--- src/rtl/fetch_stage_pkg.sv ---
// Shared types and constants for the Beta fetch stage: vectors, NOP encoding,
// next-PC select codes, fetch FSM states and the IF/ID register layout.
package beta_pkg;

    // ADD(R31, R31, R31): architecturally a no-op.
    localparam logic [31:0] NOP       = 32'h83FF_F800;

    localparam logic [31:0] RESET_VEC = 32'h8000_0000;
    localparam logic [31:0] ILLOP_VEC = 32'h8000_0004;
    localparam logic [31:0] XADDR_VEC = 32'h8000_0008;

    typedef enum logic [2:0] {
        NPC_SEQ,
        NPC_HOLD,
        NPC_REDIR,
        NPC_TRAP,
        NPC_IRQ
    } npc_sel_e;

    typedef enum logic {
        RST_FILL,
        RUN
    } fetch_state_e;

    typedef struct packed {
        logic        valid;
        logic [31:0] instr;
        logic [31:0] pc_plus4;
    } ifid_t;

    localparam ifid_t IFID_BUBBLE = '{valid: 1'b0, instr: NOP, pc_plus4: 32'h0};

    // Bit 31 is the supervisor flag; the increment wraps within 30:0 and never carries into it.
    function automatic logic [31:0] pc_inc(input logic [31:0] pc);
        return {pc[31], pc[30:0] + 31'd4};
    endfunction

endpackage

--- src/rtl/fetch_stage_if.sv ---
// Bundle of the fetch stage's instruction-memory, control and IF/ID signals.
// master = fetch stage, slave = surrounding pipeline / memory.
interface fetch_stage_if;
    logic [31:0] ia;
    logic [31:0] id;
    logic        stall;
    logic        redirect_valid;
    logic [31:0] redirect_pc;
    logic        illop;
    logic        irq;
    logic        irq_ack;
    logic [31:0] irq_xp;
    logic        if_valid;
    logic [31:0] if_instr;
    logic [31:0] if_pc_plus4;

    modport master (
        output ia, irq_ack, irq_xp, if_valid, if_instr, if_pc_plus4,
        input  id, stall, redirect_valid, redirect_pc, illop, irq
    );

    modport slave (
        input  ia, irq_ack, irq_xp, if_valid, if_instr, if_pc_plus4,
        output id, stall, redirect_valid, redirect_pc, illop, irq
    );
endinterface

--- src/rtl/fetch_stage_npc.sv ---
// fetch_npc: combinational next-PC priority select with supervisor-bit masking.
// Interrupt acceptance exists only when BETA_IRQ_EN is defined.
module fetch_npc
    import beta_pkg::*;
(
    input  logic [31:0] pc,
    input  logic        illop,
    input  logic        redirect_valid,
    input  logic [31:0] redirect_pc,
    input  logic        irq,
    input  logic        stall,
    input  logic        irq_block,
    output logic [31:0] npc,
    output npc_sel_e    sel
);

    logic irq_take;

`ifdef BETA_IRQ_EN
    // Only user-mode code is interruptible, and never while decode is stalled.
    assign irq_take = irq && !pc[31] && !stall && !irq_block;
`else
    logic unused_irq;
    assign unused_irq = irq ^ irq_block;
    assign irq_take   = 1'b0;
`endif

    always_comb begin
        sel = NPC_SEQ;
        npc = pc_inc(pc);
        if (illop) begin
            sel = NPC_TRAP;
            npc = ILLOP_VEC;
        end else if (redirect_valid) begin
            // A redirect may drop to user mode but can never enter supervisor mode.
            sel = NPC_REDIR;
            npc = {pc[31] & redirect_pc[31], redirect_pc[30:2], 2'b00};
        end else if (irq_take) begin
            sel = NPC_IRQ;
            npc = XADDR_VEC;
        end else if (stall) begin
            sel = NPC_HOLD;
            npc = pc;
        end
    end

endmodule

--- src/rtl/fetch_stage.sv ---
// Beta instruction-fetch stage: PC register, IF/ID register and reset-fill FSM.
// Define BETA_IRQ_EN to include interrupt acceptance (irq_ack / irq_xp).
module fetch_stage
    import beta_pkg::*;
(
    input  logic          clk,
    input  logic          reset_n,
    fetch_stage_if.master fif
);

    fetch_state_e state_reg, state_next;
    logic [31:0]  pc_reg, pc_next;
    ifid_t        ifid_reg, ifid_next;

    logic [31:0]  npc;
    npc_sel_e     npc_sel;

    fetch_npc u_npc (
        .pc             (pc_reg),
        .illop          (fif.illop),
        .redirect_valid (fif.redirect_valid),
        .redirect_pc    (fif.redirect_pc),
        .irq            (fif.irq),
        .stall          (fif.stall),
        .irq_block      (state_reg == RST_FILL),
        .npc            (npc),
        .sel            (npc_sel)
    );

    always_comb begin
        state_next = state_reg;
        case (state_reg)
            RST_FILL: state_next = RUN;
            RUN:      state_next = RUN;
        endcase
    end

    always_comb begin
        pc_next   = npc;
        ifid_next = ifid_reg;
        case (npc_sel)
            NPC_SEQ:  ifid_next = '{valid: 1'b1, instr: fif.id, pc_plus4: pc_inc(pc_reg)};
            NPC_HOLD: ifid_next = ifid_reg;
            default:  ifid_next = IFID_BUBBLE;
        endcase
    end

    always_ff @(posedge clk) begin
        if (!reset_n) begin
            state_reg <= RST_FILL;
            pc_reg    <= RESET_VEC;
            ifid_reg  <= IFID_BUBBLE;
        end else begin
            state_reg <= state_next;
            pc_reg    <= pc_next;
            ifid_reg  <= ifid_next;
        end
    end

`ifdef BETA_IRQ_EN
    logic        irq_ack_reg, irq_ack_next;
    logic [31:0] irq_xp_reg, irq_xp_next;

    // pc_reg[31] is clear whenever an interrupt is taken, so pc_inc yields a user-mode return address.
    always_comb begin
        irq_ack_next = (npc_sel == NPC_IRQ);
        irq_xp_next  = (npc_sel == NPC_IRQ) ? pc_inc(pc_reg) : irq_xp_reg;
    end

    always_ff @(posedge clk) begin
        if (!reset_n) begin
            irq_ack_reg <= 1'b0;
            irq_xp_reg  <= 32'h0;
        end else begin
            irq_ack_reg <= irq_ack_next;
            irq_xp_reg  <= irq_xp_next;
        end
    end

    assign fif.irq_ack = irq_ack_reg;
    assign fif.irq_xp  = irq_xp_reg;
`else
    assign fif.irq_ack = 1'b0;
    assign fif.irq_xp  = 32'h0;
`endif

    logic unused_redirect_lsbs;
    assign unused_redirect_lsbs = ^fif.redirect_pc[1:0];

    assign fif.ia          = pc_reg;
    assign fif.if_valid    = ifid_reg.valid;
    assign fif.if_instr    = ifid_reg.instr;
    assign fif.if_pc_plus4 = ifid_reg.pc_plus4;

endmodule

--- src/flat_wrapper.sv ---
// flat-port wrapper written by rule: the top's interface ports become plain ports
module fetch_stage_flat import beta_pkg::*;
  (clk, reset_n, fif_ia, fif_irq_ack, fif_irq_xp, fif_if_valid, fif_if_instr, fif_if_pc_plus4, fif_id, fif_stall, fif_redirect_valid, fif_redirect_pc, fif_illop, fif_irq);
  fetch_stage_if fif_i ();
  input  logic clk;
  input  logic reset_n;
  output wire logic [$bits(fif_i.ia)-1:0] fif_ia;
  output wire logic [$bits(fif_i.irq_ack)-1:0] fif_irq_ack;
  output wire logic [$bits(fif_i.irq_xp)-1:0] fif_irq_xp;
  output wire logic [$bits(fif_i.if_valid)-1:0] fif_if_valid;
  output wire logic [$bits(fif_i.if_instr)-1:0] fif_if_instr;
  output wire logic [$bits(fif_i.if_pc_plus4)-1:0] fif_if_pc_plus4;
  input wire logic [$bits(fif_i.id)-1:0] fif_id;
  input wire logic [$bits(fif_i.stall)-1:0] fif_stall;
  input wire logic [$bits(fif_i.redirect_valid)-1:0] fif_redirect_valid;
  input wire logic [$bits(fif_i.redirect_pc)-1:0] fif_redirect_pc;
  input wire logic [$bits(fif_i.illop)-1:0] fif_illop;
  input wire logic [$bits(fif_i.irq)-1:0] fif_irq;
  assign fif_ia = fif_i.ia;
  assign fif_irq_ack = fif_i.irq_ack;
  assign fif_irq_xp = fif_i.irq_xp;
  assign fif_if_valid = fif_i.if_valid;
  assign fif_if_instr = fif_i.if_instr;
  assign fif_if_pc_plus4 = fif_i.if_pc_plus4;
  assign fif_i.id = fif_id;
  assign fif_i.stall = fif_stall;
  assign fif_i.redirect_valid = fif_redirect_valid;
  assign fif_i.redirect_pc = fif_redirect_pc;
  assign fif_i.illop = fif_illop;
  assign fif_i.irq = fif_irq;
  fetch_stage u_core (.clk(clk), .reset_n(reset_n), .fif(fif_i));
endmodule
--- config.mk ---
export PLATFORM = sky130hd
export DESIGN_NAME = fetch_stage_flat
export DESIGN_NICKNAME = d
export VERILOG_FILES = /design/src/rtl/fetch_stage_pkg.sv /design/src/rtl/fetch_stage_if.sv /design/src/rtl/fetch_stage_npc.sv /design/src/rtl/fetch_stage.sv /design/src/flat_wrapper.sv
export SDC_FILE = /design/constraint.sdc
export NUM_CORES = 1
export LEC_CHECK = 0
export CAP_MARGIN = 20
export CORE_MARGIN = 3
export CORE_UTILIZATION = 42
export DETAILED_ROUTE_END_ITERATION = 8
export PLACE_DENSITY = 0.81
export SLEW_MARGIN = 20
export SYNTH_ARGS = -nofsm -noshare
export SYNTH_HDL_FRONTEND = slang
export SYNTH_SLANG_ARGS = --single-unit
export TNS_END_PERCENT = 10
--- constraint.sdc ---
create_clock -name clk -period 2.44 [get_ports clk]
set_input_delay 0.488 -clock clk [delete_from_list [all_inputs] [get_ports clk]]
set_output_delay 0.488 -clock clk [all_outputs]
set_load 0.05 [all_outputs]
==> impl_results.rst, run 1 <==
.. list-table::
   :header-rows: 1

   * - Metric
     - Value
   * - Part of the power in registers
     - 51.2%
   * - PostCTS Resize Cnt
     - 0
   * - Place WS
     - roughly 220 ps
   * - Proportion of synthesized chip area in sequential cells
     - a little over two fifths
   * - Worst-path cell with the longest stage delay
     - sky130_fd_sc_hd__clkdlybuf4s50_1
   * - Cell chosen for the clock root
     - sky130_fd_sc_hd__clkbuf_8
   * - Initial antenna violation count
     - 0
   * - Normalized max-slew margin
     - a little over three fifths
   * - P_int
     - between 2000 and 2500 uW
   * - Die ar.
     - around 12000 sq um
   * - Met3 wire len
     - ~1.5 mm
   * - Cells after Synth
     - approximately 510
   * - Die outline width
     - 108 um
   * - Number of nets in the layout
     - approximately 730
   * - H-tree level count
     - 3
   * - Worst-path clk slew
     - about 90 ps
   * - Via count
     - a little over 4000
   * - Final ANT Viol Nets
     - 0
   * - Synthesized area
     - 4380 sq um
   * - Via density per instance
     - roughly 5.1
   * - Worst endpoint data arrival time
     - ~1800 ps
   * - Fraction of layout cells with a size suffix above 1
     - under 10%
   * - Leakage
     - about 0.0021 uW
   * - Peak supply drop
     - around 0.0003 V
   * - Number of cells after detailed placement
     - ~800
   * - Outcome
     - completed
   * - DR DRC count
     - 0
   * - Weighted congestion reported at the end of routability-driven placement
     - 0.811
   * - Final setup viols
     - 0
   * - Most used flip-flop cell after synthesis
     - sky130_fd_sc_hd__dfxtp_1
   * - Number of clock sinks
     - 93
   * - Power density cells
     - roughly 500 nW/um^2
   * - Worst path cell trace
     - clkdlybuf4s50_1
   * - Kind of end point of the critical path
     - output port
   * - Worst Slack Setup Final
     - approximately 180 ps
   * - Port buffer count
     - approximately 160
   * - Avg Inst Size Synth
     - 8.68 sq um
   * - Area growth from synthesis to layout
     - 41.2%
   * - CP bufs+invs
     - 1
   * - Post-route insts no fill
     - between 700 and 800
   * - Metal2 WL
     - 6.06 mm
   * - Tmin final
     - 2260 ps
   * - Max-slew violation count
     - 0
   * - Crit Path Category
     - reg -> out
   * - Biggest fanout along the worst timing path
     - 7
   * - Setup repair after global routing missed its margin
     - false
   * - Wire length of the first global-routing pass
     - a little under 20 mm
   * - Hold_ws
     - between 400 and 500 ps
   * - Post-route clock period utilization
     - slightly above 90%
   * - Largest clock skew in the final design
     - between 8 and 9 ps
   * - Fraction of power consumed by combinational cells
     - around a fifth
   * - Clk Latency, worst-skew pair
     - between 300 and 400 ps
   * - Highest clock frequency the design can meet
     - approximately 440 MHz
   * - Clk network pwr share
     - 29.8%
   * - Maximum number of pins on one net before global-route repair
     - 46
   * - Total design power
     - 3120 uW
   * - Vias in the first global route
     - ~4000
   * - Final hold violations
     - 0
   * - Pre-antenna DRT Iters
     - 6
   * - Crit-path leading delay family
     - buffers and inverters
   * - Average detailed-routed wire length per instance
     - approximately 16 um
   * - Deepest clock path buffer count
     - 2
   * - Area of the core
     - 9950 sq um
   * - Number of top-level pins
     - 200
   * - Yosys warning total
     - 0
   * - Actual slew at the worst max-slew pin
     - between 500 and 600 ps
   * - Max-Cap Viols
     - 0
   * - Category of the worst setup path launch point
     - flip-flop
   * - Worst Hold Class
     - reg -> reg
   * - Iteration-0 DRC Markers
     - a little over 200
   * - Total Negative Setup Slacks
     - 0 ps
   * - Post-synthesis async set-or-reset flop share
     - 0%
   * - TritonCTS buffer count
     - 9
   * - Cell Rows
     - 36
   * - Switching Share
     - about 30%
   * - Filler cells
     - 839
   * - Hpwl dp
     - between 9 and 10 mm
   * - Hold-fix buffers at CTS
     - 0
   * - Largest incremental delay on the critical path
     - 880 ps
   * - Total congestion overflow after global routing
     - 0
   * - Y dimension of the die
     - ~110 um
   * - Total of flip-flops plus latches after synthesis
     - 93
   * - Data required, critical path
     - ~2000 ps
   * - Number of synthesized flops with an enable pin
     - 0
   * - Distinct cell type count after synthesis
     - 44
   * - Met1 wire length
     - approximately 4.8 mm
   * - Number of diodes added for antenna fixing
     - 0
   * - Total GRT Usage
     - between 20% and 30%
   * - Routed wire length
     - around 13 mm
   * - Top routing layer used
     - met4
   * - Reported net switching power
     - about 900 uW
   * - Starting density of the core
     - between 40 and 50%
   * - Clock tree from TritonCTS
     - yes
   * - Number of setup buffers added after CTS
     - 0
[kinds of logic after synthesis]
group / after synthesis / synth area share, %
xor gates and xnor gates: 51 / 10.2
muxes: 3 / 0.685
and+or+nand+nor: 167 / 21.4
AOI/OAI and AO/OA: 117 / 15.4
DFF: 93 / 42.5
buffers and inverters: 72 / 9.42
adders and majority gates: 1 / 0.285
other: 1 / 0.0855
[metrics by stage]
stage | utilization, % | instance area [sq um]
after global routing | 62.2 | 6190
after detailed placement | 60.4 | 6020
final | 62.2 | 6190
after global placement | 60.4 | 6020
after floorplan | - | 4520
after CTS | 62.2 | 6190
[path summary, 6_finish.rpt]
check                        startpoint                    endpoint  slack [ps]  cells past startpoint
max reg2reg            u_core.fif.ia[2]           u_core.fif.ia[30]         380                      6
min reg2reg  u_core.fif.if_pc_plus4[30]  u_core.fif.if_pc_plus4[30]         450                      2
max                   u_core.fif.ia[22]                  fif_ia[22]         180                      1
min          u_core.fif.if_pc_plus4[30]  u_core.fif.if_pc_plus4[30]         450                      2
[flip-flops by register name (all words and copies together) (netlist names)]
signal,count
u_core.fif.if_valid,1
u_core.fif.if_instr,32
u_core.fif.if_pc_plus4,30
u_core.fif.ia,30
[cell type report]
| class | count | area (sq um) | area share (%) |
|---|---|---|---|
| clock buffers | 15 | 166 | 2.69 |
| flip-flops and latches | 93 | 1860 | 30.1 |
| inverters | 2 | 7.51 | 0.121 |
| well taps | 133 | 166 | 2.69 |
| clock inverters | 1 | 5.00 | 0.0809 |
| repair buffers | 176 | 1730 | 28.0 |
| multi-input cells | 376 | 2250 | 36.4 |
[tightest hold or removal path, stage by stage, from the launching register on]
cell and delay, ps:
sky130_fd_sc_hd__dfxtp_1 320, sky130_fd_sc_hd__nand2_1 50, sky130_fd_sc_hd__o21ai_1 50
[cell usage in the layout (no fill, tap or decap), types with 4 or more instances in the layout]
cell                              instances
sky130_fd_sc_hd__nand3_1                 15
sky130_fd_sc_hd__o22ai_1                 19
sky130_fd_sc_hd__a22oi_1                 24
sky130_fd_sc_hd__a21oi_1                 28
sky130_fd_sc_hd__o21ai_1                  5
sky130_fd_sc_hd__clkbuf_8                11
sky130_fd_sc_hd__clkdlybuf4s50_1        159
sky130_fd_sc_hd__conb_1                  37
sky130_fd_sc_hd__dfxtp_1                 93
sky130_fd_sc_hd__and2_1                   4
sky130_fd_sc_hd__and3_1                   8
sky130_fd_sc_hd__buf_4                   16
sky130_fd_sc_hd__nor4_2                   5
sky130_fd_sc_hd__o21ai_0                 39
sky130_fd_sc_hd__nor4_1                   4
sky130_fd_sc_hd__xor2_1                  24
sky130_fd_sc_hd__xnor2_1                 27
sky130_fd_sc_hd__nor2_1                  21
sky130_fd_sc_hd__or3_1                    4
sky130_fd_sc_hd__nor2b_1                 28
sky130_fd_sc_hd__nand2_1                 48
sky130_fd_sc_hd__nor3_1                   8
sky130_fd_sc_hd__clkbuf_1                 4
[Yosys cell counts, types with 5 or more instances]
library cell,instances,area [sq um]
sky130_fd_sc_hd__nor2_1,21,78.8
sky130_fd_sc_hd__nor4_2,5,62.6
sky130_fd_sc_hd__xor2_1,24,210
sky130_fd_sc_hd__o22ai_1,19,119
sky130_fd_sc_hd__nor2b_1,28,175
sky130_fd_sc_hd__buf_4,37,278
sky130_fd_sc_hd__clkbuf_1,26,97.6
sky130_fd_sc_hd__xnor2_1,27,236
sky130_fd_sc_hd__dfxtp_1,93,1860
sky130_fd_sc_hd__a22oi_1,24,180
sky130_fd_sc_hd__o21ai_0,39,195
sky130_fd_sc_hd__nor3_1,9,45.0
sky130_fd_sc_hd__nand3_1,15,75.1
sky130_fd_sc_hd__a21oi_1,28,140
sky130_fd_sc_hd__o21ai_1,5,25.0
sky130_fd_sc_hd__and3_1,8,50.1
sky130_fd_sc_hd__nand2_1,48,180
[routing by layer]
layer	track usage, %	up-vias
li1	-	1980
met1	24.3	1884
met2	36.0	183
met3	9.31	11
met4	5.68	0
met5	0	-
[power by group through the flow]
stage / clock [uW] / sequential (uW) / combinational (uW)
floorplan: 0 / 1740 / 302
global placement: 0 / 1630 / 586
detailed placement: 0 / 1630 / 593
CTS: 959 / 1600 / 596
global route: 1020 / 1600 / 627
finish: 930 / 1600 / 594
Power figures use the tool's default switching activity.
==> run 2: changes to the inputs <==
Settings changed: REMOVE_ABC_BUFFERS set to 1.
==> impl_results.rst, run 2 (synthesis results as in run 1) <==
.. list-table::
   :header-rows: 1

   * - Metric
     - Value
   * - Largest incremental delay on the critical path
     - 880 ps (about the same)
   * - Max-Cap Viols
     - 0 (unchanged)
   * - Vias in the first global route
     - 3781 (was 4044)
   * - Total design power
     - 3220 uW (was 3120 uW)
   * - PostCTS Resize Cnt
     - 0 (unchanged)
   * - Cell Rows
     - 36 (unchanged)
   * - Area growth from synthesis to layout
     - 41.6% (was 41.2%)
   * - Power density cells
     - 519 nW/um^2 (was 504 nW/um^2)
   * - P_int
     - 2300 uW (was 2200 uW)
   * - Routed wire length
     - 11.9 mm (was 12.5 mm)
   * - Post-route clock period utilization
     - 90.7% (was 92.7%)
   * - Deepest clock path buffer count
     - 2 (unchanged)
   * - Fraction of layout cells with a size suffix above 1
     - 6.80% (was 6.79%)
   * - Via count
     - 4035 (was 4058)
   * - Clock tree from TritonCTS
     - yes (unchanged)
   * - Post-route insts no fill
     - 795 (was 796)
   * - Port buffer count
     - 159 (unchanged)
   * - Die ar.
     - 11700 sq um (unchanged)
   * - Cell chosen for the clock root
     - sky130_fd_sc_hd__clkbuf_8 (unchanged)
   * - Tmin final
     - 2210 ps (was 2260 ps)
   * - Hold-fix buffers at CTS
     - 0 (unchanged)
   * - Worst Reg2Reg Path Length in Cells
     - 6 (unchanged)
   * - Number of cells after detailed placement
     - 780 (unchanged)
   * - Number of diodes added for antenna fixing
     - 0 (unchanged)
   * - Wire length of the first global-routing pass
     - 18.5 mm (was 19.8 mm)
   * - Fin util
     - 62.4% (was 62.2%)
   * - RR Endpoint
     - u_core.fif.ia[30] (unchanged)
   * - Final ANT Viol Nets
     - 0 (unchanged)
   * - Worst Slack Setup Final
     - 226 ps (was 178 ps)
   * - Starting density of the core
     - 44.0% (unchanged)
   * - Number of flip-flops in the largest register
     - 32 (unchanged)
   * - H-tree level count
     - 3 (unchanged)
   * - Average detailed-routed wire length per instance
     - 15.0 um (was 15.7 um)
   * - Largest clock skew in the final design
     - 8.27 ps (was 8.46 ps)
   * - Number of setup buffers added after CTS
     - 0 (unchanged)
   * - Category of the worst setup path launch point
     - flip-flop (unchanged)
   * - Final hold violations
     - 0 (unchanged)
   * - Data required, critical path
     - 1950 ps (about the same)
   * - Reported net switching power
     - 922 uW (was 925 uW)
   * - Via density per instance
     - 5.08 (was 5.10)
   * - Hold path startpoint
     - u_core.fif.if_pc_plus4[25] (was u_core.fif.if_pc_plus4[30])
   * - Peak supply drop
     - 0.000322 V (was 0.000297 V)
   * - Area of the core
     - 9950 sq um (unchanged)
   * - DR DRC count
     - 0 (unchanged)
   * - Kind of end point of the critical path
     - output port (unchanged)
   * - Clk Latency, worst-skew pair
     - 340 ps (was 360 ps)
   * - Total GRT Usage
     - 19.7% (was 21.2%)
   * - Leakage
     - 0.00215 uW (was 0.00214 uW)
   * - Number of nets in the layout
     - 729 (unchanged)
   * - Crit Path Category
     - reg -> out (unchanged)
   * - Die outline width
     - 108 um (unchanged)
   * - Capture endpoint of the worst hold path
     - u_core.fif.if_pc_plus4[25] (was u_core.fif.if_pc_plus4[30])
   * - Worst-path cell with the longest stage delay
     - sky130_fd_sc_hd__clkdlybuf4s50_1 (unchanged)
   * - Initial antenna violation count
     - 0 (unchanged)
   * - CP bufs+invs
     - 1 (unchanged)
   * - Normalized max-slew margin
     - 62.0% (was 63.0%)
   * - Iteration-0 DRC Markers
     - 150 (was 203)
   * - Number of top-level pins
     - 200 (unchanged)
   * - Fraction of power consumed by combinational cells
     - 18.5% (was 19.0%)
   * - Clk network pwr share
     - 32.0% (was 29.8%)
   * - Weighted congestion reported at the end of routability-driven placement
     - 0.815 (was 0.811)
   * - R2R setup slack
     - 400 ps (was 380 ps)
   * - Worst path cell trace
     - clkdlybuf4s50_1 (unchanged)
   * - Place WS
     - 166 ps (was 225 ps)
   * - Final setup viols
     - 0 (unchanged)
   * - Part of the power in registers
     - 49.5% (was 51.2%)
   * - Pre-antenna DRT Iters
     - 4 (was 6)
   * - Number of instances on the worst hold path
     - 2 (unchanged)
   * - Biggest fanout along the worst timing path
     - 7 (unchanged)
   * - Total congestion overflow after global routing
     - 0 (unchanged)
   * - TritonCTS buffer count
     - 9 (unchanged)
   * - Switching Share
     - 28.6% (was 29.6%)
   * - Number of clock sinks
     - 93 (unchanged)
   * - Worst endpoint data arrival time
     - 1730 ps (was 1770 ps)
   * - Maximum number of pins on one net before global-route repair
     - 35 (was 46)
   * - Hold_ws
     - 458 ps (was 454 ps)
   * - Setup repair after global routing missed its margin
     - false (unchanged)
   * - Leading cell types in the layout, fill and taps excluded
     - 159 x sky130_fd_sc_hd__clkdlybuf4s50_1, 93 x sky130_fd_sc_hd__dfxtp_1, 48 x sky130_fd_sc_hd__nand2_1 (unchanged)
   * - Actual slew at the worst max-slew pin
     - 569 ps (was 554 ps)
   * - Outcome
     - completed (unchanged)
   * - Beginning of the worst register-to-register path
     - u_core.fif.ia[3] (was u_core.fif.ia[2])
   * - Worst Hold Class
     - reg -> reg (unchanged)
   * - Crit-path leading delay family
     - buffers and inverters (unchanged)
   * - Max-slew violation count
     - 0 (unchanged)
   * - Highest clock frequency the design can meet
     - 452 MHz (was 442 MHz)
   * - Hpwl dp
     - 8.61 mm (was 9.36 mm)
   * - Worst-path clk slew
     - 80 ps (was 90 ps)
   * - Most frequent standard cell in the layout excluding fill and tap cells
     - sky130_fd_sc_hd__clkdlybuf4s50_1 (unchanged)
   * - Y dimension of the die
     - 108 um (unchanged)
[run 2: tightest hold or removal path: cells and delay by family, from the launching register on]
kind               cells  cell delay, ps
DFF                    1             320
AOI/OAI and AO/OA      1              50
and+or+nand+nor        1              50
[run 2: stage by stage]
step	instance area [sq um]	setup TNS, ps
after floorplan	4110	-11340
after global placement	6020	0
after detailed placement	6020	0
after CTS	6210	0
after global routing	6210	0
final	6210	0
[run 2: cell type report]
type	instances	area, sq um
fill	844	3740
tap	133	166
sequential	93	1860
clock buffer	14	163
timing repair buffer	176	1730
clock inverter	1	30.0
multi-input combinational	376	2250
inverter	2	7.51
[run 2: worst max path at each step]
stage	start	end	slack, ps	depth (start not counted)
global placement	fif_stall	u_core.fif.if_instr[25]	220	5
global route	u_core.fif.ia[11]	fif_ia[11]	160	1
floorplan	fif_redirect_valid	u_core.fif.ia[26]	-490	3
CTS	u_core.fif.ia[6]	fif_ia[6]	190	1
finish	u_core.fif.ia[6]	fif_ia[6]	230	1
detailed placement	fif_stall	u_core.fif.if_instr[11]	170	5
[run 2: layer usage]
metal / GRT usage, % / routed length [um] / vias up
li1: - / - / 1975
met1: 24.3 / 4970 / 1876
met2: 32.8 / 5750 / 169
met3: 5.61 / 1050 / 15
met4: 7.03 / 145 / 0
met5: 0 / 0 / -
[run 2: power by group through the flow]
| stage | Combinational [uW] | Sequential [uW] | Clock [uW] |
|---|---|---|---|
| after floorplan | 229 | 1740 | 0 |
| after global placement | 589 | 1630 | 0 |
| after detailed placement | 595 | 1630 | 0 |
| after CTS | 597 | 1590 | 1060 |
| after global routing | 629 | 1600 | 1130 |
| final | 597 | 1590 | 1030 |
==> run 3: changes to the inputs <==
--- a/config.mk
+++ b/config.mk
@@ -7,5 +7,5 @@
 export LEC_CHECK = 0
 export CAP_MARGIN = 20
-export CORE_MARGIN = 3
+export CORE_MARGIN = 10
 export CORE_UTILIZATION = 42
 export DETAILED_ROUTE_END_ITERATION = 8
==> constraint.sdc (replaced) <==
create_clock -name clk -period 2.44 [get_ports clk]
set_input_delay 0.244 -clock clk [delete_from_list [all_inputs] [get_ports clk]]
set_output_delay 0.244 -clock clk [all_outputs]
set_load 0.05 [all_outputs]
==> impl_results.rst, run 3 (synthesis results as in run 1) <==
.. list-table::
   :header-rows: 1

   * - Metric
     - Value
   * - Clk Latency, worst-skew pair
     - 350 ps (was 340 ps)
   * - Tmin final
     - 2090 ps (was 2210 ps)
   * - Max-slew violation count
     - 0 (unchanged)
   * - Peak supply drop
     - 0.000324 V (was 0.000322 V)
   * - Y dimension of the die
     - 122 um (was 108 um)
   * - Cell chosen for the clock root
     - sky130_fd_sc_hd__clkbuf_8 (unchanged)
   * - Switching Share
     - 29.9% (was 28.6%)
   * - Initial antenna violation count
     - 0 (unchanged)
   * - Reported net switching power
     - 968 uW (was 922 uW)
   * - Outcome
     - completed (unchanged)
   * - Post-route cell area
     - 6190 sq um (was 6210 sq um)
   * - Number of clock sinks
     - 93 (unchanged)
   * - Most frequent standard cell in the layout excluding fill and tap cells
     - sky130_fd_sc_hd__clkdlybuf4s50_1 (unchanged)
   * - Leading cell types in the layout, fill and taps excluded
     - 159 x sky130_fd_sc_hd__clkdlybuf4s50_1, 93 x sky130_fd_sc_hd__dfxtp_1, 48 x sky130_fd_sc_hd__nand2_1 (unchanged)
   * - Worst endpoint data arrival time
     - 2320 ps (was 1730 ps)
   * - Max-Cap Viols
     - 0 (unchanged)
   * - Number of flip-flops in the largest register
     - 32 (unchanged)
   * - DR DRC count
     - 0 (unchanged)
   * - Highest clock frequency the design can meet
     - 480 MHz (was 452 MHz)
   * - Normalized max-slew margin
     - 46.6% (was 62.0%)
   * - Biggest fanout along the worst timing path
     - 9 (was 7)
   * - Data required, critical path
     - 2680 ps (was 1950 ps)
   * - Weighted congestion reported at the end of routability-driven placement
     - 0.811 (was 0.815)
   * - Maximum number of pins on one net before global-route repair
     - 30 (was 35)
   * - Final hold violations
     - 0 (unchanged)
   * - Largest clock skew in the final design
     - 9.13 ps (was 8.27 ps)
   * - Total design power
     - 3240 uW (was 3220 uW)
   * - Deepest clock path buffer count
     - 2 (unchanged)
   * - Worst Hold Class
     - reg -> reg (unchanged)
   * - Instance area at placement
     - 5990 sq um (was 6020 sq um)
   * - TritonCTS buffer count
     - 9 (unchanged)
   * - Hpwl dp
     - 10.2 mm (was 8.61 mm)
   * - Die outline width
     - 122 um (was 108 um)
   * - Power density cells
     - 523 nW/um^2 (was 519 nW/um^2)
   * - Kind of end point of the critical path
     - flip-flop (was output port)
   * - Fraction of layout cells with a size suffix above 1
     - 6.96% (was 6.80%)
   * - Met2 Use GR
     - 29.9% (was 32.8%)
   * - Met3 track utilization from global routing
     - 8.60% (was 5.61%)
   * - Post-route insts no fill
     - 797 (was 795)
   * - Actual slew at the worst max-slew pin
     - 800 ps (was 569 ps)
   * - Via count
     - 4014 (was 4035)
   * - Setup repair after global routing missed its margin
     - false (unchanged)
   * - Clk network pwr share
     - 32.3% (was 32.0%)
   * - Total GRT Usage
     - 17.5% (was 19.7%)
   * - Worst-path clk slew
     - 80 ps (about the same)
   * - Global-route layer with the greatest usage
     - met2 (unchanged)
   * - Fraction of power consumed by combinational cells
     - 18.4% (was 18.5%)
   * - Port buffer count
     - 159 (unchanged)
   * - Crit Path Category
     - reg -> reg (was reg -> out)
   * - Part of the power in registers
     - 49.3% (was 49.5%)
   * - Area of the core
     - 10200 sq um (was 9950 sq um)
   * - Grt met1 use
     - 18.8% (was 24.3%)
   * - Number of setup buffers added after CTS
     - 0 (unchanged)
   * - Wire length of the first global-routing pass
     - 21.2 mm (was 18.5 mm)
   * - Largest incremental delay on the critical path
     - 470 ps (was 880 ps)
   * - Total Negative Setup Slacks
     - 0 ps (unchanged)
   * - Category of the worst setup path launch point
     - flip-flop (unchanged)
   * - Number of top-level pins
     - 200 (unchanged)
   * - Hold_ws
     - 448 ps (was 458 ps)
   * - Crit-path leading delay family
     - simple AND/OR/NAND/NOR gates (was buffers and inverters)
   * - Die ar.
     - 14900 sq um (was 11700 sq um)
   * - P_int
     - 2270 uW (was 2300 uW)
   * - Number of nets in the layout
     - 727 (was 729)
   * - Total congestion overflow after global routing
     - 0 (unchanged)
   * - Cell Rows
     - 37 (was 36)
   * - Multi-input gate area in the final layout
     - 2250 sq um (unchanged)
   * - Iteration-0 DRC Markers
     - 302 (was 150)
   * - CP bufs+invs
     - 0 (was 1)
   * - Starting density of the core
     - 42.9% (was 44.0%)
   * - Leakage
     - 0.00213 uW (was 0.00215 uW)
   * - Hold-fix buffers at CTS
     - 0 (unchanged)
   * - Average detailed-routed wire length per instance
     - 16.9 um (was 15.0 um)
   * - Filler cells
     - 886 (was 844)
   * - Number of cells after detailed placement
     - 781 (was 780)
   * - Final ANT Viol Nets
     - 0 (unchanged)
   * - Final setup viols
     - 0 (unchanged)
   * - Area growth from synthesis to layout
     - 41.3% (was 41.6%)
   * - Clock tree from TritonCTS
     - yes (unchanged)
   * - Routed wire length
     - 13.4 mm (was 11.9 mm)
   * - Post-route clock period utilization
     - 85.5% (was 90.7%)
   * - Via density per instance
     - 5.04 (was 5.08)
   * - Number of diodes added for antenna fixing
     - 0 (unchanged)
   * - Vias in the first global route
     - 4125 (was 3781)
   * - Worst-path cell with the longest stage delay
     - sky130_fd_sc_hd__or3_1 (was sky130_fd_sc_hd__clkdlybuf4s50_1)
   * - Worst path cell trace
     - ha_1, nand3_2, or3_1, nor4_1, xnor2_1, a21oi_1 (was clkdlybuf4s50_1)
   * - PostCTS Resize Cnt
     - 0 (unchanged)
   * - Area occupied by registers
     - 1860 sq um (unchanged)
   * - H-tree level count
     - 3 (unchanged)
   * - Pre-antenna DRT Iters
     - 5 (was 4)
run 3: cell count changes in the layout (fill, tap and decap cells not counted):
cell	delta
sky130_fd_sc_hd__clkbuf_1	-2
sky130_fd_sc_hd__buf_12	-1
sky130_fd_sc_hd__clkinvlp_4	+4
sky130_fd_sc_hd__buf_4	-1
sky130_fd_sc_hd__clkbuf_8	-1
run 3: path summary, 6_finish.rpt:
check	start	to	slack, ps	cells after the start
worst min register to register	u_core.fif.if_pc_plus4[21]	u_core.fif.if_pc_plus4[21]	450	2
worst max register to register	u_core.fif.ia[3]	u_core.fif.ia[30]	350	6
worst max-delay path	u_core.fif.ia[3]	u_core.fif.ia[30]	350	6
worst min-delay path	u_core.fif.if_pc_plus4[21]	u_core.fif.if_pc_plus4[21]	450	2
run 3: routing by layer:
metal  part of all wire [%]  vias to the layer above
met5                      0                        -
met3                     12                       12
met1                     37                     1876
li1                       -                     1973
met2                     50                      153
met4                   0.98                        0
run 3: layout make-up:
cell class,instances,share of cell area (%)
Clock buffer,11,2.28
Clock inverter,5,0.970
Inverter,2,0.121
Multi-Input combinational cell,376,36.3
Sequential cell,93,30.1
Tap cell,136,2.75
Timing Repair Buffer,174,27.5
run 3: worst register-to-register path: cells and delay by family (launching register included):
kind / cells / cell delay (ps)
AOI/OAI and AO/OA: 1 / 80
and+or+nand+nor: 3 / 1040
xor gates and xnor gates: 1 / 160
DFF: 1 / 430
adders and majority gates: 1 / 270
run 3: stage by stage:
| stage | worst slack, ps | utilization (%) |
|---|---|---|
| 2_1_floorplan | -250 | - |
| 3_3_place_gp | 347 | 58.6 |
| 3_5_place_dp | 239 | 58.6 |
| 4_1_cts | 336 | 60.5 |
| 5_1_grt | 208 | 60.5 |
| 6_report | 355 | 60.5 |
run 3: power groups by stage:
stage	sequential (uW)	clock, uW	combinational [uW]
floorplan	1740	0	229
global placement	1630	0	588
detailed placement	1630	0	595
CTS	1590	1070	597
global route	1600	1140	634
finish	1600	1050	597
